<file path="src/rtl/interrupt_controller.sv">
// Interrupt controller: IF/IE/IME state, delayed-EI handling, fixed-priority
// arbitration and the two-state dispatch handshake with the control unit.
//
// state        | meaning
// -------------+------------------------------------------------------------
// ST_IDLE      | no dispatch in progress; o_Dispatch_Req may be raised
// ST_DISPATCH  | acknowledge taken; o_Vector holds the RST address of r_idx
module interrupt_controller (
    input  logic       i_Clk,
    input  logic       i_nRst,
    input  logic       i_Enable,
    input  logic [4:0] i_Request,
    input  logic [7:0] i_Data,
    input  logic       i_Write_IF,
    input  logic       i_Write_IE,
    output logic [7:0] o_IF_Data,
    output logic [7:0] o_IE_Data,
    input  logic       i_EI,
    input  logic       i_DI,
    input  logic       i_RETI,
    input  logic       i_Instr_Boundary,
    output logic [4:0] o_Pending,
    output logic       o_Dispatch_Req,
    input  logic       i_Handle_Interrupt,
    output logic [7:0] o_Vector,
    input  logic       i_Dispatch_Done
);

    typedef enum logic {
        ST_IDLE     = 1'b0,
        ST_DISPATCH = 1'b1
    } state_t;

    state_t     r_state;
    state_t     w_state_next;
    logic [4:0] r_if;
    logic [7:0] r_ie;
    logic       r_ime;
    logic       r_ime_delay;
    logic       r_bnd_seen;     // one boundary already counted since EI
    logic [2:0] r_idx;

    logic [4:0] w_pending;
    logic       w_dispatch_req;
    logic       w_ack;
    logic [2:0] w_prio_idx;
    logic [4:0] w_if_next;
    logic [7:0] w_ie_next;
    logic       w_ime_next;
    logic       w_ime_delay_next;
    logic       w_bnd_seen_next;

    assign w_pending      = r_ie[4:0] & r_if;
    assign w_dispatch_req = r_ime & (|w_pending) & (r_state == ST_IDLE);
    assign w_ack          = i_Handle_Interrupt & w_dispatch_req;

    assign o_Pending      = w_pending;
    assign o_Dispatch_Req = w_dispatch_req;
    assign o_IF_Data      = {3'b111, r_if};
    assign o_IE_Data      = r_ie;
    assign o_Vector       = (r_state == ST_DISPATCH) ? {2'b01, r_idx, 3'b000} : 8'h00;

    // Fixed priority: lowest set pending bit wins (scan from high to low so
    // the last assignment is the lowest index).
    always_comb begin
        w_prio_idx = 3'd0;
        for (int i = 4; i >= 0; i--) begin
            if (w_pending[i]) begin
                w_prio_idx = 3'(i);
            end
        end
    end

    // IF/IE next value: write, then acknowledge clear, then new requests win.
    always_comb begin
        w_if_next = i_Write_IF ? i_Data[4:0] : r_if;
        if (w_ack) begin
            w_if_next = w_if_next & ~(5'b00001 << w_prio_idx);
        end
        w_if_next = w_if_next | i_Request;
        w_ie_next = i_Write_IE ? i_Data : r_ie;
    end

    // IME next value: DI dominates, then acknowledge, RETI, EI, boundary count.
    always_comb begin
        w_ime_next       = r_ime;
        w_ime_delay_next = r_ime_delay;
        w_bnd_seen_next  = r_bnd_seen;
        if (i_DI || w_ack) begin
            w_ime_next       = 1'b0;
            w_ime_delay_next = 1'b0;
            w_bnd_seen_next  = 1'b0;
        end else if (i_RETI) begin
            w_ime_next       = 1'b1;
            w_ime_delay_next = 1'b0;
            w_bnd_seen_next  = 1'b0;
        end else if (i_EI) begin
            if (!r_ime) begin
                w_ime_delay_next = 1'b1;
                w_bnd_seen_next  = 1'b0;
            end
        end else if (r_ime_delay && i_Instr_Boundary) begin
            if (r_bnd_seen) begin
                w_ime_next       = 1'b1;
                w_ime_delay_next = 1'b0;
                w_bnd_seen_next  = 1'b0;
            end else begin
                w_bnd_seen_next  = 1'b1;
            end
        end
    end

    // Dispatch FSM next-state logic.
    always_comb begin
        w_state_next = r_state;
        case (r_state)
            ST_IDLE:     if (w_ack)           w_state_next = ST_DISPATCH;
            ST_DISPATCH: if (i_Dispatch_Done) w_state_next = ST_IDLE;
            default:                          w_state_next = ST_IDLE;
        endcase
    end

    // FSM state register.
    always_ff @(posedge i_Clk or negedge i_nRst) begin
        if (!i_nRst) begin
            r_state <= ST_IDLE;
        end else if (i_Enable) begin
            r_state <= w_state_next;
        end
    end

    // Interrupt registers and the latched dispatch index.
    always_ff @(posedge i_Clk or negedge i_nRst) begin
        if (!i_nRst) begin
            r_if        <= 5'd0;
            r_ie        <= 8'd0;
            r_ime       <= 1'b0;
            r_ime_delay <= 1'b0;
            r_bnd_seen  <= 1'b0;
            r_idx       <= 3'd0;
        end else if (i_Enable) begin
            r_if        <= w_if_next;
            r_ie        <= w_ie_next;
            r_ime       <= w_ime_next;
            r_ime_delay <= w_ime_delay_next;
            r_bnd_seen  <= w_bnd_seen_next;
            if (w_ack) begin
                r_idx <= w_prio_idx;
            end
        end
    end

endmodule

</file>
<file path="config.mk">
export PLATFORM = sky130hd
export DESIGN_NAME = interrupt_controller
export DESIGN_NICKNAME = d
export VERILOG_FILES = /design/src/rtl/interrupt_controller.sv
export SDC_FILE = /design/constraint.sdc
export NUM_CORES = 1
export LEC_CHECK = 0
export CORE_MARGIN = 5
export CORE_UTILIZATION = 40
export DETAILED_ROUTE_END_ITERATION = 16
export PLACE_DENSITY = 0.79
export SYNTH_ARGS = -nofsm -noshare
export SYNTH_HDL_FRONTEND = slang
export SYNTH_SLANG_ARGS = --single-unit
</file>
<file path="constraint.sdc">
create_clock -name i_Clk -period 2 [get_ports i_Clk]
set_input_delay 0.4 -clock i_Clk [delete_from_list [all_inputs] [get_ports i_Clk]]
set_output_delay 0.4 -clock i_Clk [all_outputs]
set_load 0.03 [all_outputs]
</file>
=== After elaboration in Yosys (flattened, before gate mapping) ===
Cells that the tools add are included.

* Input port bits: 24
* Register bits: 20
* Output and inout bits: 30

* Bitwise operators: 8
* Reductions and logical operators: 12
* Equality and inequality tests: 2
* Shifts and indexed selects: 1
* Muxes and demuxes: 28

{| class="wikitable"
|+ Operator list
! cell !! count
|-
| 2-to-1 mux 1 bit || 19
|-
| 2-to-1 mux 3 bit || 5
|-
| AND 5 bit || 2
|-
| 2-to-1 mux 5 bit || 2
|-
| AND reduction 4 bit || 2
|-
| nonzero test 4 bit || 2
|-
| 2-to-1 mux 7 bit || 1
|-
| nonzero test 3 bit || 2
|-
| NOT 5 bit || 1
|-
| bitwise OR 5 bit || 1
|-
| OR reduction 5 bit || 1
|-
| << shifter 1 x 3 -> 5 bit (first input constant) || 1
|-
| inequality test 4 x 3 -> 1 bit (second input constant) || 1
|-
| AND reduction 2 bit || 2
|-
| AND 1 bit || 3
|-
| inequality test 3 x 1 -> 1 bit (second input constant) || 1
|-
| AND reduction 3 bit || 1
|-
| one-hot mux 1 bit (2 select lines) || 1
|-
| logical AND 1 bit || 1
|-
| logical OR 1 bit || 1
|-
| NOT 1 bit || 1
|}

=== Longest topological paths before layout ===
* Depth in word-level cells: 11
* Gate-level depth with buffers: 5
* Depth with buffers taken out: 4

=== Worst setup path before layout ===
OpenSTA, ideal clock, no wires.

* Path type: register -> output
* Start: reg r_if[4]
* End: out o_Dispatch_Req
* Path buffers: 1
* Path slack: -0.051 ns
* Cell stages (with the launch flop): 5
* Arrival time: 1.651 ns
* Required time: 1.600 ns
* Cell sequence: dfrtp_1 -> and2_1 -> buf_2 -> nor3b_4 -> nor3_1

* Longest elaborated chain between the ends: 4

{| class="wikitable"
|+ Ends and longest elaborated chain
! what !! RTL line !! RTL
|-
| from (decl) || 36 || <nowiki>logic [4:0] r_if;</nowiki>
|-
| from (signal assigned) || 142 || <nowiki>r_if <= w_if_next;</nowiki>
|-
| AND 5 bit || 53 || <nowiki>assign w_pending = r_ie[4:0] & r_if;</nowiki>
|-
| via o_Pending[4] || 22 || <nowiki>output logic [4:0] o_Pending,</nowiki>
|-
| OR reduction 5 bit || 54 || <nowiki>assign w_dispatch_req = r_ime & (|w_pending) & (r_state == ST_IDLE);</nowiki>
|-
| AND 1 bit (2 in series) || 54 ||
|-
| to (decl) || 23 || <nowiki>output logic o_Dispatch_Req,</nowiki>
|}

The timed path passes the listed nets, and every way through them passes these cells.

=== Final worst setup path ===
* Start: reg r_ie[0] (netlist: o_IE_Data[0])
* End: out o_IE_Data[0]

{| class="wikitable"
|+ RTL lines
! what !! RTL line !! RTL
|-
| from (decl) || 37 || <nowiki>logic [7:0] r_ie;</nowiki>
|-
| from (signal assigned) || 143 || <nowiki>r_ie <= w_ie_next;</nowiki>
|-
| to (decl) || 17 || <nowiki>output logic [7:0] o_IE_Data,</nowiki>
|}

No word-level cell between the ends.

==> reports/qor.yml <==
tns_ns: 0
drive_gt1_share_pct: 17.8
drt_iter0_drc: 90
vias_per_cell: 5.46
path_max_fanout: 5
critPathKind: "reg -> out"
timing.fmax_mhz: 530
placementRows: 19
final_cell_count_no_fill: 200
regToRegSetupSlack_ns: 0.45
dieHeight_um: 63.4
antenna_found_initial: 0
placed_area_sq_um: 1660
cts_tree: "done"
layout.nets: 194
hold_buffers: 0
cellPowerDensity_nw_per_um2: 830
leakagePower_nw: 0.753
drc: 0
n_fill_cell: 226
cp_top_family: "buffers and inverters"
hpwlAfterDp_um: 2460
cts_root_buf: "clkbuf_4"
synth_top_area_share_pct: 43.8
rsz0062_at_grt: "false"
setup_viol: 0
period_needed_ns: 1.89
syn_avg_cell_area_sq_um: 9.76
hold_violations: 0
hp-class: "in -> async"
synth_cell_types: 35
yosys_warnings: 0
wire_per_inst_um: 15.9
gr-total-overflow: 0
syn2layout_area_growth_pct: 47.3
ys_ff_latch: 20
critPathArrivalTime_ns: 1.49
die_area_sq_um: 4020
yosysTopAreaCell: "dfrtp_1"
first_pass_iters: 4
irDropWorstVdd_mv: 0.672
core_sq_um: 2760
final_cell_area_sq_um: 1680
endpoint_kind: "output pin"
period_share_pct: 94.3
numCtsBuffers: 3
start_util_pct: 41.4
htreeDepth: 1
grt_pass1_vias: 1173
vias: 1092
crit_path_max_incr_delay_ns: 0.67
layout_commonest_cell: "clkdlybuf4s50_1"
holdWs_ns: 0.432
grt_pass1_wl_um: 5420
netlist_area_sq_um: 1140
status: "completed"
final_cell_mix: "clkdlybuf4s50_1, dfrtp_1, buf_4"
slowest_stage: "clkdlybuf4s50_1"
antenna_cells: 0
routed_wl_um: 3180
clk_latency_ns: 0.29
portBuffers: 46
fin_skew_ns: 0.00264
syn_inst: 117
drv_cap: 0
start_kind: "flip-flop"
slew_viol_final: 0
cp.required_ns: 1.60
grt_max_degree: 21
path_clk_slew_ns: 0.11
crit_buf_inv: 2
globalplace.congestion: 0.824
cp_cell_sequence: "buf_4 -> clkdlybuf4s50_1"
die_w_um: 63.4
clockBufferDepth: 2
grt_usage_pct: 16.5
synth_area_leaders: "dfrtp_1, mux2_2, buf_4"
clock_sink_count: 20
ys_seq_area_share_pct: 43.8
place_inst: 196
drtAntennaViolNets: 0
io_pins: 54
-- layer usage --
layer | GRT usage [%] | up-vias | wire length (um) | share of wire (%)
met3 | 4.80 | 8 | 283 | 8.9
met5 | 0 | - | 0 | 0
li1 | - | 513 | - | -
met4 | 7.53 | 0 | 71 | 2.2
met1 | 20.3 | 514 | 1330 | 42
met2 | 26.3 | 57 | 1500 | 47
-- logic make-up (layout without fill, tap and decap cells) --
group | Yosys count | after routing | share of synthesized area (%)
buf+inv | 19 | 66 | 9.20
flops | 20 | 20 | 43.8
simple gates | 30 | 30 | 14.8
other cells | 2 | 7 | 0.657
mux | 10 | 10 | 10.1
compound gates | 36 | 36 | 21.5
-- through the flow --
step	total power [mW]	setup slack (ns)	utilization, %
5_1_grt	1.49	0.0317	61.0
2_1_floorplan	0.916	0.211	-
4_1_cts	1.41	0.00404	61.2
6_report	1.40	0.115	61.0
3_5_place_dp	1.19	0.0752	60.1
3_3_place_gp	1.17	0.102	60.1
-- layout make-up --
class,instances,area (sq um),area share (%)
Tap cell,31,38.8,2.30
Sequential cell,20,500,29.7
Timing Repair Buffer,56,524,31.2
Inverter,6,22.5,1.34
Multi-Input combinational cell,83,561,33.3
Clock buffer,4,36.3,2.16
-- final timing paths --
path,from,end,cells after the start
max in group asynchronous,i_nRst,o_IE_Data[1]$_DFFE_PN0P_,2
min in group i_Clk,r_idx[0]$_DFFE_PN0P_,r_idx[0]$_DFFE_PN0P_,1
worst max register to register,r_if[1]$_DFFE_PN0P_,r_if[4]$_DFFE_PN0P_,5
worst min-delay path,i_nRst,r_ime_delay$_DFFE_PN0P_,2
worst min register to register,r_idx[0]$_DFFE_PN0P_,r_idx[0]$_DFFE_PN0P_,1
worst max-delay path,o_IE_Data[0]$_DFFE_PN0P_,o_IE_Data[0],2
-- registers in the layout, indices dropped and copies added, names as in the netlist --
name and flops:
r_state 1, r_idx 3, r_if 5, r_ime 1, o_IE_Data 8, r_ime_delay 1, r_bnd_seen 1
-- cells in the mapped netlist --
| master | n |
|---|---|
| a211oi_2 | 1 |
| a21o_1 | 2 |
| a21oi_1 | 7 |
| a221oi_1 | 1 |
| a22o_4 | 1 |
| a22oi_1 | 1 |
| a22oi_2 | 1 |
| a31oi_1 | 6 |
| a41oi_1 | 2 |
| and2_1 | 6 |
| and3b_1 | 1 |
| buf_2 | 3 |
| buf_4 | 8 |
| clkbuf_1 | 2 |
| conb_1 | 2 |
| dfrtp_1 | 20 |
| inv_1 | 6 |
| mux2_2 | 8 |
| mux2_4 | 1 |
| mux2i_1 | 1 |
| nand2_1 | 8 |
| nand3_1 | 2 |
| nand3b_1 | 1 |
| nand4_1 | 2 |
| nor2_1 | 4 |
| nor2_2 | 1 |
| nor3_1 | 2 |
| nor3b_4 | 1 |
| o21ai_0 | 8 |
| o21ai_1 | 2 |
| o22ai_1 | 1 |
| o2bb2ai_1 | 1 |
| o31a_1 | 1 |
| o31ai_1 | 1 |
| or3_1 | 2 |
-- what timing repair did --
action	in CTS	in global routing
setup buffers	0	0
resized for setup	10	3
endpoints found under the setup margin	8	2
pin swaps	0	0
-- report_power, final --
part | switching, mW | internal, mW | leakage (nW)
combinational | 0.347 | 0.277 | 0.493
sequential | 0.0609 | 0.479 | 0.240
clock | 0.121 | 0.111 | 0.0210
total | 0.529 | 0.867 | 0.753
Note: power is estimated with default switching activity, not from simulation.
